--- src/rtl/regfile_arbiter_if.sv ---
// -----------------------------------------------------------------------------
// regfile_arbiter_if
//
// One requester channel of the register-file arbiter: a valid/ready request
// (op, register index, write data) plus a one-cycle-latency response strobe
// with read data.
//
//   valid       requester -> arbiter  request valid
//   write       requester -> arbiter  1 = write, 0 = read
//   addr        requester -> arbiter  register index
//   wdata       requester -> arbiter  write data
//   ready       arbiter -> requester  request accepted this cycle
//   resp_valid  arbiter -> requester  response strobe (one cycle per grant)
//   resp_rdata  arbiter -> requester  read data (0 for writes, held between strobes)
// -----------------------------------------------------------------------------
interface regfile_arbiter_if #(
  parameter int ADDR_W = 4,
  parameter int DATA_W = 24
);
  logic              valid;
  logic              write;
  logic [ADDR_W-1:0] addr;
  logic [DATA_W-1:0] wdata;
  logic              ready;
  logic              resp_valid;
  logic [DATA_W-1:0] resp_rdata;

  modport master (
    output valid, write, addr, wdata,
    input  ready, resp_valid, resp_rdata
  );

  modport slave (
    input  valid, write, addr, wdata,
    output ready, resp_valid, resp_rdata
  );
endinterface

--- src/rtl/regfile_arbiter.sv ---
// -----------------------------------------------------------------------------
// regfile_arbiter
//
// Shares a single-port register file between two requesters (R0 = operand
// read, R1 = writeback/debug) with round-robin arbitration, and provides a
// clear sequencer that sweeps every entry to zero on command.
//
//   clk, rst_n   clock, asynchronous active-low reset
//   req0, req1   requester channels (regfile_arbiter_if.slave)
//   clr_req      start a clear sweep (level, sampled while arbitrating)
//   clr_busy     clear sweep in progress
//   clr_done     one-cycle pulse in the first arbitration cycle after a sweep
//   rf_addr      register file address (requester index zero-extended)
//   rf_wdata     register file write data
//   rf_wr        register file write enable
//   rf_rdata     register file combinational read data
// -----------------------------------------------------------------------------
module regfile_arbiter #(
  parameter int DATA_W    = 24,
  parameter int NUM_REGS  = 16,
  parameter int ADDR_W    = 4,
  parameter int RF_ADDR_W = 16
) (
  input  logic                 clk,
  input  logic                 rst_n,
  regfile_arbiter_if.slave     req0,
  regfile_arbiter_if.slave     req1,
  input  logic                 clr_req,
  output logic                 clr_busy,
  output logic                 clr_done,
  output logic [RF_ADDR_W-1:0] rf_addr,
  output logic [DATA_W-1:0]    rf_wdata,
  output logic                 rf_wr,
  input  logic [DATA_W-1:0]    rf_rdata
);

  localparam int CNT_W = (NUM_REGS > 1) ? $clog2(NUM_REGS) : 1;
  localparam logic [CNT_W-1:0] LAST_IDX = CNT_W'(NUM_REGS - 1);

  typedef enum logic {
    ST_ARB,
    ST_CLEAR
  } state_e;

  state_e             state_q, state_d;
  logic               rr_ptr_q, rr_ptr_d;     // 0: R0 wins a tie, 1: R1 wins a tie
  logic [CNT_W-1:0]   clr_cnt_q, clr_cnt_d;
  logic               resp0_valid_q, resp0_valid_d;
  logic               resp1_valid_q, resp1_valid_d;
  logic [DATA_W-1:0]  resp0_rdata_q, resp0_rdata_d;
  logic [DATA_W-1:0]  resp1_rdata_q, resp1_rdata_d;
  logic               clr_done_q, clr_done_d;

  logic               grant0, grant1;
  logic               ready0, ready1;

  // NOTE: every signal written here gets its default first, so no path can
  // leave one unassigned and infer a latch.
  always_comb begin
    state_d       = state_q;
    rr_ptr_d      = rr_ptr_q;
    clr_cnt_d     = clr_cnt_q;
    resp0_valid_d = 1'b0;
    resp1_valid_d = 1'b0;
    resp0_rdata_d = resp0_rdata_q;
    resp1_rdata_d = resp1_rdata_q;
    clr_done_d    = 1'b0;
    grant0        = 1'b0;
    grant1        = 1'b0;
    ready0        = 1'b0;
    ready1        = 1'b0;
    rf_addr       = '0;
    rf_wdata      = '0;
    rf_wr         = 1'b0;

    // Combinational outputs stay quiet while reset is asserted.
    if (rst_n) begin
      unique case (state_q)
        ST_ARB: begin
          if (clr_req) begin
            // Sweep request takes the cycle: nobody is granted.
            state_d   = ST_CLEAR;
            clr_cnt_d = '0;
          end else begin
            grant0 = req0.valid && (!req1.valid || !rr_ptr_q);
            grant1 = req1.valid && !grant0;

            if (grant0) begin
              ready0        = 1'b1;
              rf_addr       = RF_ADDR_W'(req0.addr);
              rf_wdata      = req0.wdata;
              rf_wr         = req0.write;
              rr_ptr_d      = 1'b1;
              resp0_valid_d = 1'b1;
              resp0_rdata_d = req0.write ? '0 : rf_rdata;
            end else if (grant1) begin
              ready1        = 1'b1;
              rf_addr       = RF_ADDR_W'(req1.addr);
              rf_wdata      = req1.wdata;
              rf_wr         = req1.write;
              rr_ptr_d      = 1'b0;
              resp1_valid_d = 1'b1;
              resp1_rdata_d = req1.write ? '0 : rf_rdata;
            end
          end
        end

        ST_CLEAR: begin
          // clr_req is deliberately ignored here; the sweep always completes.
          rf_wr    = 1'b1;
          rf_addr  = RF_ADDR_W'(clr_cnt_q);
          rf_wdata = '0;
          if (clr_cnt_q == LAST_IDX) begin
            state_d    = ST_ARB;
            clr_cnt_d  = '0;
            clr_done_d = 1'b1;
          end else begin
            clr_cnt_d = clr_cnt_q + 1'b1;
          end
        end

        default: state_d = ST_ARB;
      endcase
    end
  end

  // NOTE: state flops use non-blocking assignments so every flop samples the
  // pre-edge value of every other flop, independent of statement order.
  always_ff @(posedge clk or negedge rst_n) begin
    if (!rst_n) begin
      state_q       <= ST_ARB;
      rr_ptr_q      <= 1'b0;
      clr_cnt_q     <= '0;
      resp0_valid_q <= 1'b0;
      resp1_valid_q <= 1'b0;
      resp0_rdata_q <= '0;
      resp1_rdata_q <= '0;
      clr_done_q    <= 1'b0;
    end else begin
      state_q       <= state_d;
      rr_ptr_q      <= rr_ptr_d;
      clr_cnt_q     <= clr_cnt_d;
      resp0_valid_q <= resp0_valid_d;
      resp1_valid_q <= resp1_valid_d;
      resp0_rdata_q <= resp0_rdata_d;
      resp1_rdata_q <= resp1_rdata_d;
      clr_done_q    <= clr_done_d;
    end
  end

  assign clr_busy        = (state_q == ST_CLEAR);
  assign clr_done        = clr_done_q;

  assign req0.ready      = ready0;
  assign req0.resp_valid = resp0_valid_q;
  assign req0.resp_rdata = resp0_rdata_q;
  assign req1.ready      = ready1;
  assign req1.resp_valid = resp1_valid_q;
  assign req1.resp_rdata = resp1_rdata_q;

endmodule

--- src/flat_wrapper.sv ---
// flat-port wrapper written by rule: the top's interface ports become plain ports
module regfile_arbiter_flat 
#(
  parameter int DATA_W    = 24,
  parameter int NUM_REGS  = 16,
  parameter int ADDR_W    = 4,
  parameter int RF_ADDR_W = 16
)
  (clk, rst_n, clr_req, clr_busy, clr_done, rf_addr, rf_wdata, rf_wr, rf_rdata, req0_valid, req0_write, req0_addr, req0_wdata, req0_ready, req0_resp_valid, req0_resp_rdata, req1_valid, req1_write, req1_addr, req1_wdata, req1_ready, req1_resp_valid, req1_resp_rdata);
  regfile_arbiter_if #(.ADDR_W(ADDR_W), .DATA_W(DATA_W)) req0_i ();
  regfile_arbiter_if #(.ADDR_W(ADDR_W), .DATA_W(DATA_W)) req1_i ();
  input  logic clk;
  input  logic rst_n;
  input  logic clr_req;
  output logic clr_busy;
  output logic clr_done;
  output logic [RF_ADDR_W-1:0] rf_addr;
  output logic [DATA_W-1:0] rf_wdata;
  output logic rf_wr;
  input  logic [DATA_W-1:0] rf_rdata;
  input wire logic [$bits(req0_i.valid)-1:0] req0_valid;
  input wire logic [$bits(req0_i.write)-1:0] req0_write;
  input wire logic [$bits(req0_i.addr)-1:0] req0_addr;
  input wire logic [$bits(req0_i.wdata)-1:0] req0_wdata;
  output wire logic [$bits(req0_i.ready)-1:0] req0_ready;
  output wire logic [$bits(req0_i.resp_valid)-1:0] req0_resp_valid;
  output wire logic [$bits(req0_i.resp_rdata)-1:0] req0_resp_rdata;
  input wire logic [$bits(req1_i.valid)-1:0] req1_valid;
  input wire logic [$bits(req1_i.write)-1:0] req1_write;
  input wire logic [$bits(req1_i.addr)-1:0] req1_addr;
  input wire logic [$bits(req1_i.wdata)-1:0] req1_wdata;
  output wire logic [$bits(req1_i.ready)-1:0] req1_ready;
  output wire logic [$bits(req1_i.resp_valid)-1:0] req1_resp_valid;
  output wire logic [$bits(req1_i.resp_rdata)-1:0] req1_resp_rdata;
  assign req0_i.valid = req0_valid;
  assign req0_i.write = req0_write;
  assign req0_i.addr = req0_addr;
  assign req0_i.wdata = req0_wdata;
  assign req0_ready = req0_i.ready;
  assign req0_resp_valid = req0_i.resp_valid;
  assign req0_resp_rdata = req0_i.resp_rdata;
  assign req1_i.valid = req1_valid;
  assign req1_i.write = req1_write;
  assign req1_i.addr = req1_addr;
  assign req1_i.wdata = req1_wdata;
  assign req1_ready = req1_i.ready;
  assign req1_resp_valid = req1_i.resp_valid;
  assign req1_resp_rdata = req1_i.resp_rdata;
  regfile_arbiter #(.DATA_W(DATA_W), .NUM_REGS(NUM_REGS), .ADDR_W(ADDR_W), .RF_ADDR_W(RF_ADDR_W)) u_core (.clk(clk), .rst_n(rst_n), .req0(req0_i), .req1(req1_i), .clr_req(clr_req), .clr_busy(clr_busy), .clr_done(clr_done), .rf_addr(rf_addr), .rf_wdata(rf_wdata), .rf_wr(rf_wr), .rf_rdata(rf_rdata));
endmodule
--- config.mk ---
export PLATFORM = sky130hd
export DESIGN_NAME = regfile_arbiter_flat
export DESIGN_NICKNAME = d
export VERILOG_FILES = /design/src/rtl/regfile_arbiter_if.sv /design/src/rtl/regfile_arbiter.sv /design/src/flat_wrapper.sv
export SDC_FILE = /design/constraint.sdc
export NUM_CORES = 1
export LEC_CHECK = 0
export CORE_UTILIZATION = 38
export DETAILED_ROUTE_END_ITERATION = 10
export GPL_TIMING_DRIVEN = 0
export HOLD_SLACK_MARGIN = 0.1
export PLACE_DENSITY = 0.81
export SETUP_SLACK_MARGIN = 0.2
export SLEW_MARGIN = 20
export SYNTH_ARGS = -nofsm -noshare
export SYNTH_HDL_FRONTEND = slang
export SYNTH_SLANG_ARGS = --single-unit
--- constraint.sdc ---
create_clock -name clk -period 1.7 [get_ports clk]
set_input_delay 0.34 -clock clk [delete_from_list [all_inputs] [get_ports clk]]
set_output_delay 0.34 -clock clk [all_outputs]
set_load 0.02 [all_outputs]
# --- Word level (Yosys, flattened, before mapping) ---
# Index checks and enable logic that the tools add are counted.
totals:
  wordCells: 62
  out_inout_bits: 95
  register_bits: 57
  inputBits: 87
classes:
  bitwise_logic: 3
  add_sub_neg: 1
  n_mux: 37
  reduce_logical: 11
  eq_ne: 2
ops:
  columns: ["operator", "count"]
  rows:
  - ["$mux 24", 6]
  - ["$mux 16", 3]
  - ["$pmux 24 s2", 1]
  - ["$pmux 16 s2", 1]
  - ["$mux 1", 20]
  - ["$mux 4", 3]
  - ["$pmux 4 s2", 1]
  - ["$reduce_and 4->1", 2]
  - ["$reduce_and 5->1", 1]
  - ["$add 4x1->4 const B", 1]
  - ["$eq 4x4->1 const B", 1]
  - ["$pmux 1 s2", 2]
  - ["$logic_not 1->1", 3]
  - ["$not 1->1", 3]
  - ["$logic_and 1x1->1", 2]
  - ["$ne 2x2->1 const B", 1]
  - ["$reduce_and 2->1", 1]
  - ["$reduce_bool 2->1", 1]
  - ["$logic_or 1x1->1", 1]

# --- Logic depth before layout (Yosys ltp) ---
# Gate-level depths: netlist (run 1).
logic_depth:
  word_depth: 10
  ltp_mapped: 5
  mapped_depth_nobuf: 4

# --- Least setup slack after synthesis (run 1) ---
# Ideal clock, no wire load.
synth_timing:
  path_type: "reg-to-output"
  from: "register u_core.state_q, in the netlist u_core.clr_busy"
  to: "output port rf_wdata[14]"
  required_ns: 1.360
  arrival_time_ns: 1.509
  n_path_buf: 2
  stages_incl_launch_ff: 6
  path_slack_ns: -0.149
  cell_sequence: "dfrtp_1 nor3b_2 and2_1 buf_4 buf_2 a22o_1"
synth_via:
  elab_chain_len: 3
synth_rtl:
  columns: ["item", "line", "source"]
  rows:
  - ["from (decl)", "regfile_arbiter.sv:45", "state_e state_q, state_d;"]
  - ["from (signal assigned)", "regfile_arbiter.sv:140", "state_q <= state_d;"]
  - ["$not 1->1", "regfile_arbiter.sv:78", "unique case (state_q)"]
  - ["$pmux 24 s2 (*)", "regfile_arbiter.sv:78", null]
  - ["$mux 24 (*)", "regfile_arbiter.sv:77", "if (rst_n) begin"]
  - ["to (decl)", "flat_wrapper.sv:18", "output logic [DATA_W-1:0] rf_wdata;"]
# Every way passes the cells marked *; elsewhere a longest branch is shown, timed or not.

# --- Final worst setup path (run 1) ---
layout_timing:
  from: "register u_core.rr_ptr_q"
  to: "output port rf_addr[2]"
layout_via:
  elab_chain_len: 10
layout_rtl:
  columns: ["item", "line", "source"]
  rows:
  - ["from (decl)", "regfile_arbiter.sv:46", "logic rr_ptr_q, rr_ptr_d;"]
  - ["from (signal assigned)", "regfile_arbiter.sv:141", "rr_ptr_q <= rr_ptr_d;"]
  - ["$logic_not 1->1 (*)", "regfile_arbiter.sv:85", "grant0 = req0.valid && (!req1.valid || !rr_ptr_q);"]
  - ["$logic_or 1x1->1 (*)", "regfile_arbiter.sv:85", null]
  - ["$logic_and 1x1->1 (*)", "regfile_arbiter.sv:85", null]
  - ["$logic_not 1->1", "regfile_arbiter.sv:86", "grant1 = req1.valid && !grant0;"]
  - ["$logic_and 1x1->1", "regfile_arbiter.sv:86", null]
  - ["$mux 4", "regfile_arbiter.sv:96", "end else if (grant1) begin"]
  - ["$mux 16 (*)", "regfile_arbiter.sv:88", "if (grant0) begin"]
  - ["$mux 16 (*)", "regfile_arbiter.sv:80", "if (clr_req) begin"]
  - ["$pmux 16 s2 (*)", "regfile_arbiter.sv:78", null]
  - ["$mux 16 (*)", "regfile_arbiter.sv:77", null]
  - ["to (decl)", "flat_wrapper.sv:17", "output logic [RF_ADDR_W-1:0] rf_addr;"]
# Marked as above.

==> impl_results.md, run 1 <==
- Outcome: finished with violations
- Failing checks: setup timing
- Layout cells sized above 1: 0.374
- # Max-Cap Violations: 0
- Met3 GRT Util: 0.0637
- Placed cell area: 5190 µm²
- Worst Clk Skew: 12.4 ps
- Hold_ws: 452 ps
- RSZ-0062 raised after global routing: true
- Critical path type: reg2out
- Clock latency on the worst-skew pair: 340 ps
- CTS Buf Count: 9
- Die area: 8390 µm²
- Worst hold start: req1_valid
- Post-Syn Instances: 243
- Largest net degree at the start of global routing: 26
- R2R Path Start: u_core.clr_busy$_DFFE_PN0P_
- DR iter-0 viols: 48
- Grt peak-use layer: met2
- Max clock buf depth: 2
- Worst vdd ir: 466 µV
- Post-route cell area: 5900 µm²
- Critical Path AT: 1780 ps
- Unique masters post-synth: 28
- Fillers: 504
- Worst-Margin Slew: 742 ps
- IO Pins: 182
- Crit path required time: 1360 ps
- # diodes: 0
- Fmax: 472 MHz
- Setup_tns: -12,040 ps
- CP max FO: 6
- Syn avg cell area: 12.5 µm²
- Crit start category: register
- Port Buf Inserts: 169
- Floorplan core area: 7730 µm²
- Initial antenna violation count: 0
- Clock slew at reported path FFs: 60 ps
- Final Hold Vio Count: 0
- First-pass GRT wire length: 15,500 µm
- Setup violators final: 70
- Pleak: 2.93 nW
- Area growth, synth to finish: 93.6%
- Average wire per standard cell: 17.7 µm
- Top cells by area, synth: dfrtp_1, mux2_2, nor2b_1, mux2_4, a22o_1
- Max-slew headroom: 0.503
- Total clock sinks: 57
- Placer Congestion: 0.739
- Total gr overflow: 0
- Initial Utilization: 0.395
- Vias in the first global route: 2,959
- Rows: 32
- Via density: 4.94
- DR vias: 2,786
- Final period util: 1.25
- Commonest non-fill, non-tap cell in the layout: clkdlybuf4s50_1
- Worst Setup SP: u_core.rr_ptr_q$_DFFE_PN0P_
- FF+latch area: 1430 µm²
- Critical Path End Type: output port
- FF+latch count, synth: 57
- DR DRC count: 0
- Die Y-Extent: 91.6 µm
- Antenna Nets Post-Route: 0
- Setup ws final: -419 ps
- Met1 usage: 0.268
- Hold crit path type: in2reg
- Final nets: 545
- Yosys top cell area share: 0.468
- Detailed Route WL: 9990 µm
- Seq/Total Area, Yosys: 0.468
- Power per cell area: 1140 nW/µm²
- Die width: 91.6 µm
- Area of the multi-input gates: 1720 µm²
- DPL Wire Length: 6570 µm
- Total Routing Usage GR: 0.240
- Final slew viol count: 0
- Min Clock Period, post-route: 2120 ps
- Warnings, synthesis: 0
- Synth area leader: dfrtp_1
- Most frequent cells in the layout: clkdlybuf4s50_1, dfrtp_1, dlygate4sd2_1, nor2b_1, mux2_4
- Met2 usage: 0.439
- Clock root buffer: clkbuf_8
- Mapped cell area: 3050 µm²
- CTS tree: done
- CTS HTree Levels: 3
- Drt pass-1 iters: 4
## critical path, stage by stage (launching register included)
cell,delay [ps]
dfrtp_1,400
nand2b_4,150
and3_4,170
buf_12,140
buf_8,120
a221o_1,330
buf_6,140
## layout make-up
class,count,area share
sequential,57,0.242
timing repair buffer,192,0.347
tap,102,0.0216
multi-input combinational,167,0.291
clock buffer,11,0.0257
buffer,30,0.0634
clock inverter,5,0.00912
## metrics by stage
step	power (mW)	std cells	util	worst slack (ps)
final	6.76	564	0.764	-419
after CTS	6.64	556	0.727	-433
after global placement	5.40	525	0.670	-3310
after global routing	7.07	564	0.764	-487
after detailed placement	5.48	526	0.672	-1250
after floorplan	3.94	254	-	-11.1
## logic make-up after synthesis
| family | after synthesis | synth area share |
|---|---|---|
| compound gates | 39 | 0.108 |
| simple gates | 65 | 0.130 |
| fa+ha+maj | 1 | 0.00410 |
| flops | 57 | 0.468 |
| mux | 50 | 0.209 |
| buf+inv | 30 | 0.0792 |
| other cells | 1 | 0.00123 |
## worst paths after layout
kind / cells past startpoint / slack [ps] / to
max reg2reg: 7 / -110 / u_core.req1.resp_rdata[2]$_DFFE_PN0P_
min reg2reg: 1 / 500 / u_core.req1.resp_rdata[2]$_DFFE_PN0P_
min in group asynchronous: 3 / 610 / u_core.req1.resp_rdata[12]$_DFFE_PN0P_
min: 2 / 450 / u_core.rr_ptr_q$_DFFE_PN0P_
max in group asynchronous: 3 / 470 / u_core.clr_busy$_DFFE_PN0P_
max: 6 / -420 / rf_addr[2]
## state kept, by name (all words and copies together) (netlist names)
register / count
u_core.clr_done: 1
u_core.rr_ptr_q: 1
u_core.req1.resp_valid: 1
u_core.clr_cnt_q: 4
u_core.req1.resp_rdata: 24
u_core.req0.resp_rdata: 24
u_core.req0.resp_valid: 1
u_core.clr_busy: 1
## metal layers
| metal | share of wire | wire length (µm) |
|---|---|---|
| met3 | 0.076 | 762 |
| met4 | 0.016 | 156 |
| met5 | 0 | 0 |
| met1 | 0.38 | 3790 |
| met2 | 0.53 | 5290 |
## cells in the mapped netlist, drive strengths merged
master and instances:
nor3b 1, a32oi 1, nor2b 49, nand2 2
a21oi 2, a32o 2, nand3 2, and3 5
mux2 49, and2 1, dfrtp 57, a31oi 1
a21boi 1, buf 24, clkbuf 6, o21ai 2
a22o 26, ha 1, a221o 4, nor2 3
mux2i 1, nand2b 2, conb 1
## power by group
group	internal [mW]	leakage, nW	total, mW	switching, mW
registers	1.87	0.752	2.20	0.329
clock network	0.752	0.109	1.32	0.568
logic	1.77	2.07	3.24	1.47
total	4.39	2.93	6.76	2.37
## repair_timing
item / 4_1_cts / 5_1_grt
gates resized for setup: 260 / 44
pin swaps: 1 / 6
hold buffers: 3 / 0
setup endpoints to repair: 137 / 79
gates cloned: 3 / 4
setup buffers: 8 / 4
endpoints found under the hold margin: 40 / 0
Note: power is estimated with default switching activity, not from simulation.
==> run 2, diff against run 1 <==
--- a/config.mk
+++ b/config.mk
@@ -9,9 +9,9 @@
 export DETAILED_ROUTE_END_ITERATION = 10
 export GPL_TIMING_DRIVEN = 0
 export HOLD_SLACK_MARGIN = 0.1
-export PLACE_DENSITY = 0.81
+export PLACE_DENSITY = 0.87
 export SETUP_SLACK_MARGIN = 0.2
-export SLEW_MARGIN = 20
+export SLEW_MARGIN = 5
 export SYNTH_ARGS = -nofsm -noshare
 export SYNTH_HDL_FRONTEND = slang
 export SYNTH_SLANG_ARGS = --single-unit
==> run 2 against run 1 <==
  * The flow still finishes with violations (setup timing)
  * Design area about the same
  * Combinational power increased by 1%
  * Critical path depth increased by 1
  * Worst setup slack got worse by 5.1 ps
  * Global-route usage decreased by 0.40 points
  * Sequential power about the same
  * Highest routed layer unchanged
==> impl_results.md, run 2 (synthesis gave the netlist of run 1 again) <==
- Non-Filler Instances: 570
- Max-slew headroom: 0.367
- Clock latency on the worst-skew pair: 330 ps
- DPL Wire Length: 6830 µm
- Crit start category: register
- IO Pins: 182
- First-pass GRT wire length: 15,300 µm
- DR DRC count: 0
- Total Routing Usage GR: 0.236
- FF-to-FF path depth: 8
- Post-layout util: 0.763
- Initial Utilization: 0.395
- Die Y-Extent: 91.6 µm
- Clock slew at reported path FFs: 70 ps
- Placed cell area: 5190 µm²
- Vias in the first global route: 2,931
- Final nets: 551
- CTS Buf Count: 9
- Hold_ws: 381 ps
- CP delay by family, top: buffers and inverters
- Clock root buffer: clkbuf_8
- DR vias: 2,773
- Setup ws final: -424 ps
- RSZ-0062 raised after global routing: true
- Detailed Route WL: 10000 µm
- CTS tree: done
- Largest net degree at the start of global routing: 38
- Post-route cell area: 5900 µm²
- Final period util: 1.25
- Buf/Inv on CP: 4
- Top cell by count, worst path: buf_6
- Worst-Margin Slew: 949 ps
- DP Cell Count: 526
- Total clock sinks: 57
- DR iter-0 viols: 50
- R2r endpoint: u_core.req0.resp_rdata[12]$_DFFE_PN0P_
- Die area: 8390 µm²
- Via density: 4.86
- Worst Setup SP: u_core.clr_busy$_DFFE_PN0P_
- Floorplan core area: 7730 µm²
- Average wire per standard cell: 17.5 µm
- Antenna Nets Post-Route: 0
- Power per cell area: 1140 nW/µm²
- CP max-delay cell: dfrtp_2
- Crit path required time: 1360 ps
- Rows: 32
- Drt pass-1 iters: 4
- Critical Path AT: 1780 ps
- Total gr overflow: 0
- Commonest non-fill, non-tap cell in the layout: clkdlybuf4s50_1
- Critical Path End Type: output port
- CTS HTree Levels: 3
- Setup_tns: -16,690 ps
- Worst setup path endpoint: rf_wdata[21]
- Outcome: finished with violations
- Failing checks: setup timing
- CP Cell Sequence: nor3b_4 > and3_1 > buf_6 > buf_6 > buf_16 > a22o_4 > buf_6
- Layout cells sized above 1: 0.378
- Worst Clk Skew: 7.50 ps
- Worst vdd ir: 497 µV
- Setup violators final: 75
- Port Buf Inserts: 169
- CP peak stage delay: 430 ps
- Min Clock Period, post-route: 2120 ps
- Final Hold Vio Count: 0
- # Max-Cap Violations: 0
- Max clock buf depth: 2
- R2R setup slack: -170 ps
- Critical path type: reg2out
- R2R Path Start: u_core.clr_busy$_DFFE_PN0P_
- Fmax: 471 MHz
- Area growth, synth to finish: 93.4%
- Levels on crit path: 7
- Pleak: 2.94 nW
- Placer Congestion: 0.755
- Fillers: 508
- # diodes: 0
- Initial antenna violation count: 0
- Most frequent cells in the layout: clkdlybuf4s50_1, dlygate4sd2_1, dfrtp_1, nor2b_1, mux2_4
- CP max FO: 6
- Final slew viol count: 0
- Die width: 91.6 µm
- Hold crit path type: in2async
## run 2: cell types whose count changed in the layout (fill, tap and decap cells not counted), moves of 2 or more
| cell | change |
|---|---|
| clkbuf_8 | -2 |
| buf_6 | +7 |
| clkdlybuf4s15_1 | -2 |
| dlygate4sd2_1 | +2 |
| buf_4 | +3 |
| buf_12 | -3 |
## run 2: timing repair
action / CTS / global route
pin swaps: 9 / 3
endpoints found under the setup margin: 133 / 102
endpoints found under the hold margin: 20 / 0
resized for setup: 281 / 18
setup buffers: 12 / 7
hold buffers: 2 / 0
gates cloned: 4 / 3
## run 2: worst min path at each step
stage	from	end	slack (ps)	depth (start not counted)
floorplan	rst_n	u_core.clr_busy$_DFFE_PN0P_	40	0
global placement	u_core.req1.resp_rdata[9]$_DFFE_PN0P_	u_core.req1.resp_rdata[9]$_DFFE_PN0P_	470	1
detailed placement	rst_n	u_core.req0.resp_rdata[15]$_DFFE_PN0P_	360	1
CTS	req1_valid	u_core.rr_ptr_q$_DFFE_PN0P_	430	2
global route	rst_n	u_core.clr_done$_DFF_PN0_	460	2
finish	rst_n	u_core.req1.resp_rdata[20]$_DFFE_PN0P_	380	2
## run 2: area by class of cell
cell class              count  area, µm²  area share
clock buffers               9        124      0.0210
plain buffers              30        357      0.0605
flip-flops and latches     57       1430       0.242
clock inverters             7       70.1      0.0119
well taps                 102        128      0.0216
multi-input cells         167       1710       0.291
repair buffers            198       2080       0.352
## run 2: through the flow
stage	power [mW]	setup slack (ps)
2_1_floorplan	3.94	-11.1
3_3_place_gp	5.39	-3220
3_5_place_dp	5.52	-1170
4_1_cts	6.68	-418
5_1_grt	7.06	-485
6_report	6.74	-424
## run 2: metal layers
metal / vias up / global-route usage / routed length, µm
li1: 1282 / - / -
met1: 1360 / 0.277 / 3910
met2: 117 / 0.422 / 5320
met3: 14 / 0.0620 / 589
met4: 0 / 0.0701 / 173
met5: - / 0 / 0
## run 2: power by group
part	total (mW)	switching (mW)	internal (mW)
Combinational	3.28	1.50	1.78
Clock	1.25	0.570	0.676
Sequential	2.21	0.344	1.87
Total	6.74	2.41	4.33
